[src/rtl/gpio_input_ctrl.sv]
// Board switch/button input conditioning: 2-FF synchronizer, per-bit counter debounce,
// sticky press capture and a 4-word register port with a level interrupt.
module gpio_input_ctrl #(
    parameter int NUM_SW          = 10,
    parameter int NUM_PB          = 4,
    parameter int DEBOUNCE_CYCLES = 500000,
    parameter int PB_ACTIVE_LOW   = 1
) (
    input  logic              clk,
    input  logic              async_rst,
    input  logic [NUM_SW-1:0] switches,
    input  logic [NUM_PB-1:0] push_buttons,
    input  logic [1:0]        bus_addr,
    input  logic              bus_wr_en,
    input  logic              bus_rd_en,
    input  logic [31:0]       bus_wdata,
    output logic [31:0]       bus_rdata,
    output logic              bus_rvalid,
    output logic              irq
);

    localparam int W  = NUM_SW + NUM_PB;
    localparam int CW = $clog2(DEBOUNCE_CYCLES);
    localparam logic [CW-1:0] CNT_MAX = CW'(DEBOUNCE_CYCLES - 1);
    localparam logic          PB_INV  = (PB_ACTIVE_LOW != 0);

    logic [W-1:0]      in_raw;
    logic [W-1:0]      sync1_q, sync2_q;
    logic [W-1:0]      stable_q, stable_d;
    logic [CW-1:0]     cnt_q [W];
    logic [CW-1:0]     cnt_d [W];
    logic [NUM_PB-1:0] stable_pb_d_q;
    logic [NUM_PB-1:0] edge_q, edge_d;
    logic [NUM_PB-1:0] irq_en_q, irq_en_d;
    logic [NUM_PB-1:0] press_evt, w1c;
    logic [31:0]       rdata_q, rdata_d, reg_val;
    logic              rvalid_q;
    logic              unused_wdata;

    // Everything downstream of this point uses 1 = on/pressed.
    assign in_raw = {push_buttons ^ {NUM_PB{PB_INV}}, switches};

    always_comb begin
        stable_d = stable_q;
        for (int i = 0; i < W; i++) begin
            if (sync2_q[i] == stable_q[i]) begin
                cnt_d[i] = '0;
            end else if (cnt_q[i] == CNT_MAX) begin
                stable_d[i] = sync2_q[i];
                cnt_d[i]    = '0;
            end else begin
                cnt_d[i] = cnt_q[i] + CW'(1);
            end
        end
    end

    // A press landing on the same cycle as its W1C keeps the bit set.
    always_comb begin
        press_evt = stable_q[W-1:NUM_SW] & ~stable_pb_d_q;
        w1c       = (bus_wr_en && bus_addr == 2'd1) ? bus_wdata[NUM_PB-1:0] : '0;
        edge_d    = (edge_q & ~w1c) | press_evt;
        irq_en_d  = (bus_wr_en && bus_addr == 2'd2) ? bus_wdata[NUM_PB-1:0] : irq_en_q;
    end

    always_comb begin
        reg_val = '0;
        case (bus_addr)
            2'd0:    reg_val = 32'(stable_q);
            2'd1:    reg_val = 32'(edge_q);
            2'd2:    reg_val = 32'(irq_en_q);
            default: reg_val = 32'(sync2_q);
        endcase
        rdata_d = bus_rd_en ? reg_val : rdata_q;
    end

    always_ff @(posedge clk or posedge async_rst) begin
        if (async_rst) begin
            sync1_q       <= '0;
            sync2_q       <= '0;
            stable_q      <= '0;
            stable_pb_d_q <= '0;
            edge_q        <= '0;
            irq_en_q      <= '0;
            rdata_q       <= '0;
            rvalid_q      <= 1'b0;
            for (int i = 0; i < W; i++) cnt_q[i] <= '0;
        end else begin
            sync1_q       <= in_raw;
            sync2_q       <= sync1_q;
            stable_q      <= stable_d;
            stable_pb_d_q <= stable_q[W-1:NUM_SW];
            edge_q        <= edge_d;
            irq_en_q      <= irq_en_d;
            rdata_q       <= rdata_d;
            rvalid_q      <= bus_rd_en;
            for (int i = 0; i < W; i++) cnt_q[i] <= cnt_d[i];
        end
    end

    assign bus_rdata    = rdata_q;
    assign bus_rvalid   = rvalid_q;
    assign irq          = |(edge_q & irq_en_q);
    assign unused_wdata = ^bus_wdata[31:NUM_PB];

endmodule

[config.mk]
export PLATFORM = sky130hd
export DESIGN_NAME = gpio_input_ctrl
export DESIGN_NICKNAME = d
export VERILOG_FILES = /design/src/rtl/gpio_input_ctrl.sv
export SDC_FILE = /design/constraint.sdc
export NUM_CORES = 1
export LEC_CHECK = 0
export ABC_AREA = 1
export CORE_AREA = 2 2 216 218
export CTS_CLUSTER_DIAMETER = 80
export DETAILED_ROUTE_END_ITERATION = 8
export DIE_AREA = 0 0 218 220
export PLACE_DENSITY = 0.61
export SLEW_MARGIN = 30
export SYNTH_ARGS = -nofsm -noshare
export SYNTH_HDL_FRONTEND = slang
export SYNTH_SLANG_ARGS = --single-unit
[constraint.sdc]
create_clock -name clk -period 13 [get_ports clk]
set_input_delay 1.95 -clock clk [delete_from_list [all_inputs] [get_ports clk]]
set_output_delay 1.95 -clock clk [all_outputs]
set_load 0.02 [all_outputs]
# Word level (Yosys, flattened, before mapping)
# Cells that the tools add are included.
# word_totals
ff_bits	353
input_bits	52
output_inout_bits	34
wordCells	148
# classes
add_sub_neg	14
eq_ne	30
muxes	30
bitwise_logic	21
reduce_logical	18
# ops
op	count
$mux W19	28
$add A19 B1 Y19 const B	14
$eq A19 B19 Y1 const B	14
$pmux W14 S3	1
$reduce_and A2 Y1	14
$eq A1 B1 Y1	14
$not A1 Y1	14
$and A4 B4 Y4	3
$not A4 Y4	3
$mux W4	1
$or A4 B4 Y4	1
$reduce_or A4 Y1	1
$eq A2 B1 Y1 const B	1
$eq A2 B2 Y1 const B	1
$logic_and A1 B1 Y1	2
$logic_not A2 Y1	1

# Longest topological paths before layout
# logic_depth
word_depth	6
ltp_mapped	9
depth_no_buf	9

# Least setup slack after synthesis
# Ideal clock, no wire load.
# synth_timing
kind	input port to flip-flop
from	input bus_addr[1]
to	register rdata_q[10] (netlist: bus_rdata[10])
setup_time_ps	82
arrival_time_ps	2555
required_time_ps	12918
setup_slack_ps	10363
cell_stages	4
n_path_buf	1
path_cell_list	nor2_1 buf_2 nand2_1 a31oi_1
# synth_via
elab_chain_cells	2
elab_cells_between_ends	4
classes_between	2 x eq/ne; 1 x mux; 1 x reduce/logical
# synth_lines
item	line	source
start: declaration	13	input logic [1:0] bus_addr,
$eq A2 B2 Y1 (tied with other cells)	67	case (bus_addr)
$pmux W14 S3 *	67	
end signal: assignment	94	rdata_q <= rdata_d;
end: declaration	36	logic [31:0] rdata_q, rdata_d, reg_val;
# Mark *: on every way between the ends. The rest lies on a longest branch, timed or not.
# A chain may end at the register's enable or synchronous reset.

# Worst setup path after layout
# layout_timing
from	register edge_q[0]
to	output irq
# layout_via
elab_chain_cells	2
# layout_lines
item	line	source
start: declaration	33	logic [NUM_PB-1:0] edge_q, edge_d;
start signal: assignment	92	edge_q <= edge_d;
$and A4 B4 Y4	102	assign irq = |(edge_q & irq_en_q);
$reduce_or A4 Y1	102	
end: declaration	19	output logic irq
# Every way passes these cells.

==> metrics.md <==
| Metric | Value |
|---|---|
| Cts hold-fix bufs | `0` |
| Warnings, synthesis | `0` |
| Crit. End Element | `primary output` |
| Final setup vio count | `0` |
| Final nets | `2,497` |
| CTS tree | `yes` |
| Primary FF master, synth | `dfrtp_1` |
| Lkg Pwr | `8.18 nW` |
| Netlist cell types | `34` |
| Worst-Margin Slew | `0.833 ns` |
| Post-cts resize count | `0` |
| Most frequent cell after synthesis | `nor2_1` |
| Area grow syn2layout | `13.4%` |
| Max-Cap Viols | `0` |
| Status | `finished, final reports clean` |
| Aggregate routed wire length | `36,900 um` |
| Initial antenna violation count | `1` |
| Root Buffer | `clkbuf_16` |
| Clock latency at the later pin of the worst-skew pair | `0.54 ns` |
| Placed Cells | `2,997` |
| Clock-pin slew on the worst setup and hold paths | `0.06 ns` |
| Critical Path Start Type | `flip-flop` |
| Largest family of logic cells by synthesized area | `simple AND/OR/NAND/NOR gates` |
| Longest Clk Path Bufs | `3` |
| Peak Freq | `274 MHz` |
| TNS Setup | `0 ns` |
| Synth Area in Adders | `0.971%` |
| DRC | `0` |
| Max Fanout on Critical Path | `3` |
| Placeable Area | `0.0459 sq mm` |
| Max Transition Viols Final | `0` |
| Fin crit share | `28.0%` |
| Grt ovf | `0` |
| Share of cells above drive strength 1 | `7.65%` |
| Top post-synthesis cells by count | `633 x nor2_1, 469 x nand2_1, 335 x dfrtp_1` |
| Peak VDD IR | `0.0961 mV` |
| TritonCTS Buffers | `39` |
| IO Count | `86` |
| Vias per inst | `4.69` |
| PwrDens | `113 mW/mm^2` |
| First-pass GRT wire length | `63,600 um` |
| Slew margin rel. | `44.4%` |
| Top post-synthesis cells by area | `dfrtp_1 46%, nor2_1 13%, nand2_1 9.8%` |
| Final Cell Area | `0.0205 sq mm` |
| DR vias | `14,400` |
| Die width | `218 um` |
| DRT iter0 DRCs | `1,053` |
| Yosys top cell area share | `46.5%` |
| Async SR Flop Fraction | `100%` |
| Port bufs | `39` |
| Gpl congestion | `0.876` |
| Final hold vios | `0` |
| Max Clock Skew | `0.0102 ns` |
| Vias in the first global route | `13,800` |
| Syn Std Cell Area | `0.0180 sq mm` |
| Hold Crit Class | `flip-flop to flip-flop` |
| Avg Cell Area, Syn | `7.63 sq um` |
| WL per Instance | `12.0 um` |
| CTS Sinks | `335` |
| Initial core utilization | `39.3%` |
| Final min period | `3.65 ns` |
| Post-synthesis simple-gate area fraction | `35.5%` |
| Placed cell areas | `0.0191 sq mm` |
| Min Hold Slack | `0.343 ns` |
| Critical path class | `flip-flop to primary output` |
| Flop and latch count out of synthesis | `335` |
| Row count | `79` |
| Mux cell area share after synthesis | `0%` |
| Sequential area share after synthesis | `46.5%` |
| First drt pass iteration count | `5` |
| Die height | `220 um` |
| Required @ worst endpoint | `11.05 ns` |
| Largest net degree at the start of global routing | `144` |
| # H-tree levels | `2` |
| Post-synth EDFFs | `0` |
| Final Non-Filler Cells | `3,067` |
| CP Data Arrival Time | `1.70 ns` |
| DP Wirelength | `26,300 um` |
| Synth Area in Compound Gates | `3.13%` |
| Syn Inst Count | `2,364` |
| Antenna Nets Post-Route | `0` |
| GRT Total Usage | `15.8%` |
| Postcts setup bufs | `0` |
| Die Area | `0.0480 sq mm` |
| XOR/XNOR Fraction of Synth Area | `7.75%` |
| Leading area contributor after synthesis | `dfrtp_1` |
| Unrepaired setup endpoints after global routing | `no` |
## through the flow
step / power, mW / setup WS (ns) / utilization (%)
after floorplan: 1.17 / 1.77 / -
after global placement: 1.20 / 8.73 / 41.6
after detailed placement: 1.21 / 8.85 / 41.7
after CTS: 2.36 / 9.31 / 44.6
after global routing: 2.41 / 9.26 / 44.6
final: 2.31 / 9.35 / 44.6
## critical path, stage by stage (launching register included)
cell             delay, ns
dfrtp_1               0.37
nand2_1               0.06
nand4_1               0.11
clkdlybuf4s50_1       0.61
## kinds of logic (layout without fill, tap and decap cells)
family                     after synthesis  count (layout)
adders and majority gates               14              14
buffers and inverters                  272             350
DFF                                    335             335
other                                    1              19
xor gates and xnor gates               158             158
and+or+nand+nor                       1481            1481
AOI/OAI and AO/OA                      103             103
## placed cells by master (no fill, tap or decap), types with 27 or more instances in the layout
cell / n
xnor2_1: 38
dfrtp_1: 335
nor2_2: 58
a21oi_1: 27
nand3_1: 176
o21ai_0: 43
nor3_1: 37
nand2_1: 469
clkdlybuf4s50_1: 39
nor2_1: 632
clkbuf_16: 41
inv_1: 233
xor2_1: 116
## layer usage
| layer | vias up | part of all wire, % | GRT usage, % |
|---|---|---|---|
| li1 | 7446 | - | - |
| met1 | 6685 | 49 | 21.4 |
| met2 | 205 | 44 | 25.4 |
| met3 | 53 | 3.8 | 3.02 |
| met4 | 0 | 2.4 | 5.01 |
| met5 | - | 0 | 0 |
## where the power goes
| group | internal (mW) | leakage (nW) | switching [mW] |
|---|---|---|---|
| Sequential | 1.07 | 4.55 | 0.0161 |
| Clock | 0.697 | 0.656 | 0.430 |
| Combinational | 0.0333 | 2.97 | 0.0719 |
| Total | 1.80 | 8.18 | 0.518 |
## path summary, 6_finish.rpt
| check | from | end | slack, ns | cells after the start |
|---|---|---|---|---|
| max in group asynchronous | async_rst | cnt_q[230]$_DFF_PP0_ | 9.58 | 4 |
| min | sync1_q[10]$_DFF_PP0_ | sync2_q[10]$_DFF_PP0_ | 0.34 | 0 |
| max | edge_q[0]$_DFF_PP0_ | irq | 9.35 | 3 |
| min in group asynchronous | async_rst | sync1_q[11]$_DFF_PP0_ | 1.99 | 2 |
| max reg2reg | cnt_q[209]$_DFF_PP0_ | cnt_q[212]$_DFF_PP0_ | 11.44 | 8 |
| min reg2reg | sync1_q[10]$_DFF_PP0_ | sync2_q[10]$_DFF_PP0_ | 0.34 | 0 |
## sequential cells by signal, indices dropped and copies added (netlist names)
| name | cells |
|---|---|
| cnt_q | 266 |
| bus_rdata | 14 |
| stable_q | 14 |
| sync1_q | 14 |
| sync2_q | 14 |
| edge_q | 4 |
| irq_en_q | 4 |
| stable_pb_d_q | 4 |
| bus_rvalid | 1 |
## cell type report
| type | count | area [sq um] |
|---|---|---|
| fillers | 4587 | 25400 |
| clock inverters | 18 | 224 |
| flip-flops and latches | 335 | 8380 |
| well taps | 607 | 759 |
| repair buffers | 43 | 453 |
| inverters | 238 | 906 |
| diodes | 1 | 2.50 |
| clock buffers | 51 | 1100 |
| multi-input cells | 1774 | 8630 |
Power figures use the tool's default switching activity.
